$ cat src/rtl/if_fetch_unit.sv
// rtl/if_fetch_unit.sv - instruction fetch initiator with prefetch FIFO, redirect flush and misalignment trap
module if_fetch_unit #(
  parameter logic [31:0] RESET_PC = 32'h0000_0000,
  parameter int unsigned PC_STEP  = 4,
  parameter int          DEPTH    = 2
) (
  input  logic        clk,
  input  logic        reset,
  input  logic        fetch_en,
  output logic [31:0] imem_addr,
  input  logic [31:0] imem_data,
  input  logic        redirect_valid,
  input  logic [31:0] redirect_pc,
  output logic        out_valid,
  input  logic        out_ready,
  output logic [31:0] out_instr,
  output logic [31:0] out_pc,
  output logic        misalign_err,
  output logic [31:0] fetch_count
);

  localparam int PTR_W = $clog2(DEPTH);
  localparam int CNT_W = PTR_W + 1;

  typedef enum logic {RUN, HALT} state_t;

  state_t             state;
  logic [31:0]        fetch_pc;
  logic [31:0]        instr_mem [DEPTH];
  logic [31:0]        pc_mem    [DEPTH];
  logic [PTR_W-1:0]   wr_ptr;
  logic [PTR_W-1:0]   rd_ptr;
  logic [CNT_W-1:0]   count;

  logic               deq;
  logic               enq;
  logic               room;
  logic               redirect_ok;
  logic               redirect_bad;
  logic [PTR_W-1:0]   rd_ptr_next;
  logic [CNT_W-1:0]   count_after_deq;
  logic [CNT_W-1:0]   count_next;

  assign imem_addr = fetch_pc;

  always_comb begin
    deq             = out_valid & out_ready;
    room            = (count < CNT_W'(DEPTH)) | deq;
    enq             = (state == RUN) & fetch_en & ~redirect_valid & room;
    redirect_ok     = (state == RUN) & redirect_valid & (redirect_pc[1:0] == 2'b00);
    redirect_bad    = (state == RUN) & redirect_valid & (redirect_pc[1:0] != 2'b00);
    rd_ptr_next     = rd_ptr + PTR_W'(deq);
    count_after_deq = count - CNT_W'(deq);
    count_next      = count_after_deq + CNT_W'(enq);
  end

  // Storage needs no reset: only entries covered by count are ever presented.
  always_ff @(posedge clk) begin
    if (enq) begin
      instr_mem[wr_ptr] <= imem_data;
      pc_mem[wr_ptr]    <= fetch_pc;
    end
  end

  always_ff @(posedge clk) begin
    if (reset) begin
      state        <= RUN;
      fetch_pc     <= RESET_PC;
      wr_ptr       <= '0;
      rd_ptr       <= '0;
      count        <= '0;
      out_valid    <= 1'b0;
      out_instr    <= 32'h0;
      out_pc       <= 32'h0;
      misalign_err <= 1'b0;
      fetch_count  <= 32'h0;
    end else if (redirect_ok || redirect_bad) begin
      wr_ptr    <= '0;
      rd_ptr    <= '0;
      count     <= '0;
      out_valid <= 1'b0;
      if (redirect_ok) begin
        fetch_pc <= redirect_pc;
      end else begin
        state        <= HALT;
        misalign_err <= 1'b1;
      end
    end else if (state == RUN) begin
      if (enq) begin
        wr_ptr      <= wr_ptr + PTR_W'(1);
        fetch_pc    <= fetch_pc + 32'(PC_STEP);
        fetch_count <= fetch_count + 32'h1;
      end
      rd_ptr    <= rd_ptr_next;
      count     <= count_next;
      out_valid <= (count_next != '0);
      // The head register mirrors the entry that will sit at rd_ptr after this
      // edge; when the FIFO drains to empty that entry is the incoming word.
      if (count_after_deq == '0) begin
        if (enq) begin
          out_instr <= imem_data;
          out_pc    <= fetch_pc;
        end
      end else begin
        out_instr <= instr_mem[rd_ptr_next];
        out_pc    <= pc_mem[rd_ptr_next];
      end
    end
  end

endmodule

$ cat config.mk
export PLATFORM = sky130hd
export DESIGN_NAME = if_fetch_unit
export DESIGN_NICKNAME = d
export VERILOG_FILES = /design/src/rtl/if_fetch_unit.sv
export SDC_FILE = /design/constraint.sdc
export NUM_CORES = 1
export LEC_CHECK = 0
export ABC_CLOCK_PERIOD_IN_PS = 5600
export CAP_MARGIN = 20
export CELL_PAD_IN_SITES_DETAIL_PLACEMENT = 1
export CELL_PAD_IN_SITES_GLOBAL_PLACEMENT = 2
export CORE_ASPECT_RATIO = 1.1
export CORE_MARGIN = 3
export CORE_UTILIZATION = 31
export CTS_CLUSTER_SIZE = 12
export DETAILED_ROUTE_END_ITERATION = 6
export PLACE_DENSITY_LB_ADDON = 0.05
export SLEW_MARGIN = 20
export SYNTH_ARGS = -nofsm -noshare
export SYNTH_HDL_FRONTEND = slang
export SYNTH_SLANG_ARGS = --single-unit
$ cat constraint.sdc
create_clock -name clk -period 5.6 [get_ports clk]
set_input_delay 1.12 -clock clk [delete_from_list [all_inputs] [get_ports clk]]
set_output_delay 1.12 -clock clk [all_outputs]
set_load 0.1 [all_outputs]
==> impl_metrics.tcl, run 1 <==
set metrics [dict create \
    outcome "complete, no violations" \
    hold_violations 0 \
    fp.dieH_um 203.1 \
    p_sw_mw 1.514 \
    critPathBufInv 1 \
    drive_gt1_share_pct 6.351 \
    fin_skew_ns 0.02643 \
    cts-buffers-inserted 31 \
    p_seq_share_pct 44.1 \
    cp.arrival_ns 2.47 \
    synthArstFlopShare_pct 0 \
    intPower_mw 3.404 \
    port_buffers 198 \
    via_per_inst 5.125 \
    leakage_nw 5.282 \
    setup_tns_ns 0 \
    dr_total_vias 8297 \
    synth_area_um2 10940 \
    synth_edf_count 128 \
    final_max_slew_viol_count 0 \
    netSwitchingFraction_pct 30.78 \
    startpoint_type "register" \
    die_area_um2 37590 \
    synth_top_cell_by_area "edfxtp_1" \
    final_util_pct 41.36 \
    initial_utilization_pct 31.75 \
    r2r_slack_ns 2.62 \
    combPwrFrac_pct 18.9 \
    die_w_um 185.1 \
    dr.max_layer_used "met5" \
    grt_usage_pct 17.14 \
    required_ns 4.48 \
    setup_violations 0 \
    cp_slowest_cell "clkdlybuf4s50_1" \
    ctsResizeCount 0 \
    drc_errors 0 \
    timing.final.crit_period_ns 3.594 \
    wl_met3_um 1512 \
    drtAntennaViolNets 0 \
    period_share_pct 64.18 \
    final_cell_mix "clkdlybuf4s50_1, dfxtp_1, edfxtp_1" \
    yosysWarningCount 0 \
    ctsHoldBuffers 0 \
    rsz0062_at_grt "no" \
    synthCells 974 \
    pwr_density_cell_nw_per_um2 344.9 \
    ios 199 \
    clk_pin_slew_ns 0.06 \
    root_buffer "clkbuf_16" \
    clock-sinks 262 \
    synth_nets 1047 \
    cts_tree "done" \
    slowest_delay_ns 1.24 \
    postCtsSetupBuffers 0 \
    synth.distinct_cells 64 \
    ys_ff_latch 262 \
    place_congestion 0.7467 \
    dr.pass1.iters 4 \
    clock_latency_ns 0.57 \
    synth_area_leaders "edfxtp_1, dfxtp_1, mux2i_1" \
    dpl.hpwl_um 21390 \
    antenna_found_initial 1 \
    crit_chain "clkdlybuf4s50_1" \
    synthFlopType "dfxtp_1" \
    n_antenna_cell 0 \
    area_growth_pct 30.29 \
    hold_class "reg -> reg" \
    htreeDepth 1 \
    clock_path_buffers 3 \
    wl_met2_um 15890 \
    relSlewSlack_pct 28.02 \
    cap_violations 0 \
    grt_first_pass_wirelength_um 51140 \
    endpoint_kind "primary output" \
    avgSynthCellArea_um2 11.24 \
    core_region_area_um2 34470 \
    crit_fanout 11 \
    layout.nets 1230 \
    clockPowerShare_pct 37.1 \
    wl_per_cell_um 20.22 \
    drt_iter0_drc 311 \
    path_delay_family "buffers and inverters" \
    final_common_cell "clkdlybuf4s50_1" \
    fmax_mhz 278.2 \
    grt_max_degree 101 \
    grt_pass1_vias 8728 \
    yosysTopAreaCellShare_pct 35.12 \
    crit_type "reg -> out" \
    wl_met1_um 14890 \
    tightest_slew_ns 1.080 \
    rows 71 \
    seq_area_frac_synth_pct 59.64 \
    peakVddDrop_mv 0.2217 \
    wirelength_um 32730 \
    grt-ovfl-total 0 \
]
flip-flops by register name, indices dropped and copies added (netlist names):
| name | flops |
|---|---|
| count | 2 |
| out_pc | 32 |
| wr_ptr | 1 |
| imem_addr | 32 |
| rd_ptr | 1 |
| fetch_count | 32 |
| out_instr | 32 |
| instr_mem | 64 |
| out_valid | 1 |
| pc_mem | 64 |
| state | 1 |
final timing paths:
kind                                     from       endpoint  depth (start not counted)
worst max register to register          state     out_pc[27]                          8
worst max-delay path            imem_addr[16]  imem_addr[16]                          1
worst min-delay path            out_instr[21]  out_instr[21]                          1
worst min register to register  out_instr[21]  out_instr[21]                          1
layer usage:
metal,track usage (%),vias up
li1,-,3990
met1,22.78,4108
met2,29.35,160
met5,0,-
met4,3.404,2
met3,3.100,37
area by class of cell:
| class | instances | area [um^2] |
|---|---|---|
| multi-input cells | 636 | 4105 |
| repair buffers | 215 | 2117 |
| clock inverters | 14 | 63.81 |
| clock buffers | 43 | 850.8 |
| flip-flops and latches | 262 | 6526 |
| fillers | 3735 | 20210 |
| inverters | 11 | 46.29 |
| well taps | 438 | 548.0 |
power groups by stage:
stage	combinational (mW)	clock (mW)	sequential, mW
6_report	0.928	1.82	2.17
3_3_place_gp	0.930	0	2.21
2_1_floorplan	0.304	0	2.56
3_5_place_dp	0.938	0	2.21
5_1_grt	0.992	1.97	2.18
4_1_cts	0.940	1.88	2.17
metrics by stage:
stage	instance area [um^2]	power [mW]	instances	setup WS [ns]	hold slack, ns
global route	14260	5.138	1619	1.801	0.4917
global placement	13340	3.139	1562	1.410	0.4608
finish	14260	4.918	1619	2.006	0.4737
detailed placement	13340	3.149	1562	1.417	0.4627
floorplan	10940	2.866	974	0.2561	0.4634
CTS	14260	4.990	1619	1.956	0.4804
cell usage after synthesis, types with 7 or more instances:
master and n:
dfxtp_1 134, xor2_1 20, mux2i_1 74, nor3_1 16
nand3_1 28, a31oi_1 7, o22ai_1 10, inv_1 10
nand2_1 35, xnor2_1 7, nand4_1 27, a21oi_1 93
or3_1 12, a22o_1 66, and3_1 15, edfxtp_1 128
o21ai_0 29, clkbuf_1 44, nor2_1 127, buf_2 10
logic make-up after synthesis:
logic type	count (synthesis)	synth area share, %
XOR/XNOR	28	2.310
adder cells (fa/ha/maj)	4	0.4574
flip-flops	262	59.64
AND/OR/NAND/NOR	294	13.21
multiplexers	76	6.975
buffers and inverters	76	3.213
AO/OA/AOI/OAI	234	14.20
No activity file was read; power rests on OpenSTA's default activity.
==> inputs of run 2 (changes only) <==
--- a/config.mk
+++ b/config.mk
@@ -5,13 +5,13 @@
 export SDC_FILE = /design/constraint.sdc
 export NUM_CORES = 1
 export LEC_CHECK = 0
-export ABC_CLOCK_PERIOD_IN_PS = 5600
+export ABC_CLOCK_PERIOD_IN_PS = 3500
 export CAP_MARGIN = 20
 export CELL_PAD_IN_SITES_DETAIL_PLACEMENT = 1
 export CELL_PAD_IN_SITES_GLOBAL_PLACEMENT = 2
 export CORE_ASPECT_RATIO = 1.1
 export CORE_MARGIN = 3
-export CORE_UTILIZATION = 31
+export CORE_UTILIZATION = 32
 export CTS_CLUSTER_SIZE = 12
 export DETAILED_ROUTE_END_ITERATION = 6
 export PLACE_DENSITY_LB_ADDON = 0.05
==> constraint.sdc (replaced) <==
create_clock -name clk -period 3.5 [get_ports clk]
set_input_delay 0.7 -clock clk [delete_from_list [all_inputs] [get_ports clk]]
set_output_delay 0.7 -clock clk [all_outputs]
set_load 0.1 [all_outputs]
==> impl_metrics.tcl, run 2 (same netlist as run 1, synthesis figures left out) <==
set metrics [dict create \
    crit_fanout 5 \
    worst-path-stages 1 \
    fmax_mhz 356.4 \
    timing.final.crit_period_ns 2.806 \
    final_common_cell "dfxtp_1" \
    ctsHoldBuffers 0 \
    setup_tns_ns 0 \
    peakVddDrop_mv 0.3315 \
    layout.nets 1243 \
    r2r_slack_ns 1.12 \
    clk_pin_slew_ns 0.06 \
    n_antenna_cell 0 \
    hold_path.startpoint "out_pc[14]" \
    grt_pass1_vias 8333 \
    ios 199 \
    startpoint_type "register" \
    fin_skew_ns 0.01187 \
    endpoint_kind "primary output" \
    period_share_pct 80.16 \
    area_growth_pct 31.05 \
    core_region_area_um2 33460 \
    path_delay_family "buffers and inverters" \
    critPathBufInv 1 \
    die_area_um2 36450 \
    whs_ns 0.4752 \
    cts-buffers-inserted 29 \
    die_w_um 182.3 \
    top_regs "instr_mem x64, pc_mem x64" \
    leakage_nw 5.560 \
    nFillCells 3654 \
    r2r_cells 6 \
    wirelength_um 31290 \
    stdcell_count 1625 \
    port_buffers 198 \
    required_ns 2.80 \
    drtAntennaViolNets 0 \
    hold_violations 0 \
    cap_violations 0 \
    postCtsSetupBuffers 0 \
    clock_path_buffers 3 \
    final_max_slew_viol_count 0 \
    via_per_inst 5.087 \
    setup_violations 0 \
    tightest_slew_ns 1.017 \
    final_cell_mix "dfxtp_1, edfxtp_1, nor2_1" \
    cp.arrival_ns 2.11 \
    rows 70 \
    slowest_delay_ns 1.17 \
    worstHoldPathCells 1 \
    htreeDepth 1 \
    cp_slowest_cell "clkdlybuf4s50_1" \
    antenna_found_initial 0 \
    rsz0062_at_grt "no" \
    clock-sinks 262 \
    crit_chain "clkdlybuf4s50_1" \
    hold_class "reg -> reg" \
    initial_utilization_pct 32.71 \
    rr_startpoint "state" \
    grt_max_degree 107 \
    grt_first_pass_wirelength_um 48680 \
    min_to "out_pc[14]" \
    drive_gt1_share_pct 13.58 \
    dr_total_vias 8267 \
    drc_errors 0 \
    wl_per_cell_um 19.26 \
    placed_cells 1571 \
    root_buffer "clkbuf_16" \
    dpl.hpwl_um 20770 \
    drt_iter0_drc 335 \
    outcome "complete, no violations" \
    place_congestion 0.7409 \
    ctsResizeCount 0 \
    cts_tree "done" \
    r2r-end "fetch_count[26]" \
    dr.pass1.iters 4 \
    grt-ovfl-total 0 \
    clock_latency_ns 0.54 \
    grt_usage_pct 16.61 \
    fp.dieH_um 200.0 \
    crit_type "reg -> out" \
    relSlewSlack_pct 32.17 \
    pwr_density_cell_nw_per_um2 558.7 \
]
run 2: report_power, final:
| group | total, mW | switching, mW | internal [mW] | leakage, nW |
|---|---|---|---|---|
| sequential | 3.46 | 0.108 | 3.35 | 2.27 |
| clock | 3.06 | 1.20 | 1.86 | 0.474 |
| combinational | 1.50 | 1.07 | 0.429 | 2.82 |
| total | 8.01 | 2.37 | 5.64 | 5.56 |
run 2: worst max path at each step:
| stage | startpoint | slack, ns | endpoint |
|---|---|---|---|
| 2_1_floorplan | state | 0.26 | instr_mem[0][0] |
| 3_3_place_gp | out_ready | 0.25 | out_instr[9] |
| 3_5_place_dp | out_ready | 0.21 | out_instr[7] |
| 4_1_cts | fetch_count[27] | 0.65 | fetch_count[27] |
| 5_1_grt | fetch_count[27] | 0.62 | fetch_count[27] |
| 6_report | fetch_count[24] | 0.69 | fetch_count[24] |
run 2: final cells by class:
class,count,area [um^2],share of cell area (%)
timing repair buffer,230,2162,15.08
multi-input combinational,636,4100,28.59
clock buffer,40,827.0,5.767
sequential,262,6526,45.51
inverter,11,46.29,0.3228
clock inverter,14,138.9,0.9684
tap,432,540.5,3.769
run 2: stage by stage:
stage               area, um^2  total power, mW  setup WS [ns]  util (%)
global placement         13380            5.030         0.2509     39.98
finish                   14340            8.012         0.6945     42.86
detailed placement       13380            5.041         0.2054     39.98
global route             14340            8.378         0.6175     42.86
CTS                      14340            8.151         0.6527     42.86
floorplan                10950            4.584         0.2591         -
run 2: routing by layer:
layer / routed length (um) / vias to the layer above / global-route usage (%)
met5: 0 / - / 0
met4: 417 / 0 / 2.991
met3: 1420 / 36 / 3.045
met2: 14850 / 164 / 28.26
met1: 14600 / 4049 / 22.58
li1: - / 4018 / -
==> variant: new RTL, config.mk and constraints of run 1 <==
Change the parameter `DEPTH` from 2 to 8.
--- a/src/rtl/if_fetch_unit.sv
+++ b/src/rtl/if_fetch_unit.sv
@@ -4,3 +4,3 @@
   parameter int unsigned PC_STEP  = 4,
-  parameter int          DEPTH    = 2
+  parameter int          DEPTH    = 8
 ) (
Behaviour: not the same (a bounded check fails within 4 cycles, from zero or initial values and one cycle with reset high).
==> variant against run 1 <==
- setup slack worse by 230 ps
- via count is 82% higher
- first-iteration DRC count grew to 3.0 times the old value
- clock power grew to 2.7 times the old value
- combinational power is 42% higher
- cell area is 120% higher
- non-clock buffer count is 31 higher
- routed wire length is 130% higher
- area after synthesis is 130% higher
- power is 140% higher
- register-to-register slack worse by 30 ps
- sequential cell count is 390 higher
- largest cell class unchanged
- largest power group unchanged
- highest routed layer unchanged
==> variant: results (changes against run 1) <==
Run status
  • Outcome: complete, no violations

Placed design
  • DP HPWL: 43200 um (+100%)
  • Placed cells: 2771 (+77%)
  • Place WS: 1260 ps (-157 ps)
  • Placer congestion estimate: 0.716 (-4.1%)

Yosys
  • Sequential area share after synthesis: 71.3% (+12 points)
  • Primary FF master, synth: edfxtp_1
  • Most common library cells after synthesis: edfxtp_1, nand2_1, dfxtp_1
  • Post-Syn Nets: 1644 (+57%)

Drt
  • Vias/cell: 5.17 (+0.98%)
  • WL final: 74600 um (+130%)

Setup path
  • CP max stage delay: 1310 ps (+70 ps)
  • Reg-to-reg endpoint: out_pc[25]$_SDFFE_PP0P_
  • Worst R2R Start: out_valid$_SDFFE_PP0N_
  • Crit path DAT: 2710 ps (+240 ps)

Power and ir drop
  • Lkg Pwr: 10.1 nW (+91%)
  • Comb power: 1.32 mW (+42%)
  • Pwr dens: 370 nW/um^2 (+7.2%)
  • Power share of the clock group: 42.2% (+5.1 points)

Layout
  • Finished layout cell area: 31500 sq um (+120%)
  • Multi-input gate share of total cell area: 22.3% (-6.5 points)
  • Fin cells: 2912 (+80%)
  • # nets final: 1872 (+52%)
  • Area fraction of clock buffers and clock inverters: 7.81% (+1.4 points)

GRT
  • First-pass GRT wire length: 111000 um (+120%)
  • Largest net degree at the start of global routing: 65 (-36%)

Timing
  • Worst-Margin Slew: 1170 ps (+90.2 ps)
==> variant: cell count changes after synthesis, sizes merged, moves of 17 or more <==
cell / delta
edfxtp: +384
mux4: +128
nand2: +147
nor2: -65
mux2i: -68
clkbuf: +17
a22o: -62
a221o: +62
==> variant: cell families after synthesis <==
group | Yosys count | share of synthesized area [%]
AO/OA/AOI/OAI | 247 | 6.81
AND/OR/NAND/NOR | 384 | 7.14
XOR/XNOR | 29 | 0.996
buffers and inverters | 110 | 1.76
adder cells (fa/ha/maj) | 9 | 0.442
flip-flops | 652 | 71.3
multiplexers | 135 | 11.6
==> variant: layer usage <==
metal	routed length [um]	GRT usage, %	up-vias
met5	13	0	-
met4	1300	4.44	2
met3	3720	3.45	89
met2	37000	29.6	299
met1	32500	22.9	7986
li1	-	-	6693
==> variant: metrics by stage <==
step | setup TNS [ps] | utilization (%)
after floorplan | -537550 | -
after global placement | 0 | 35.9
after detailed placement | 0 | 35.9
after CTS | 0 | 38.9
after global routing | 0 | 38.9
final | 0 | 38.9
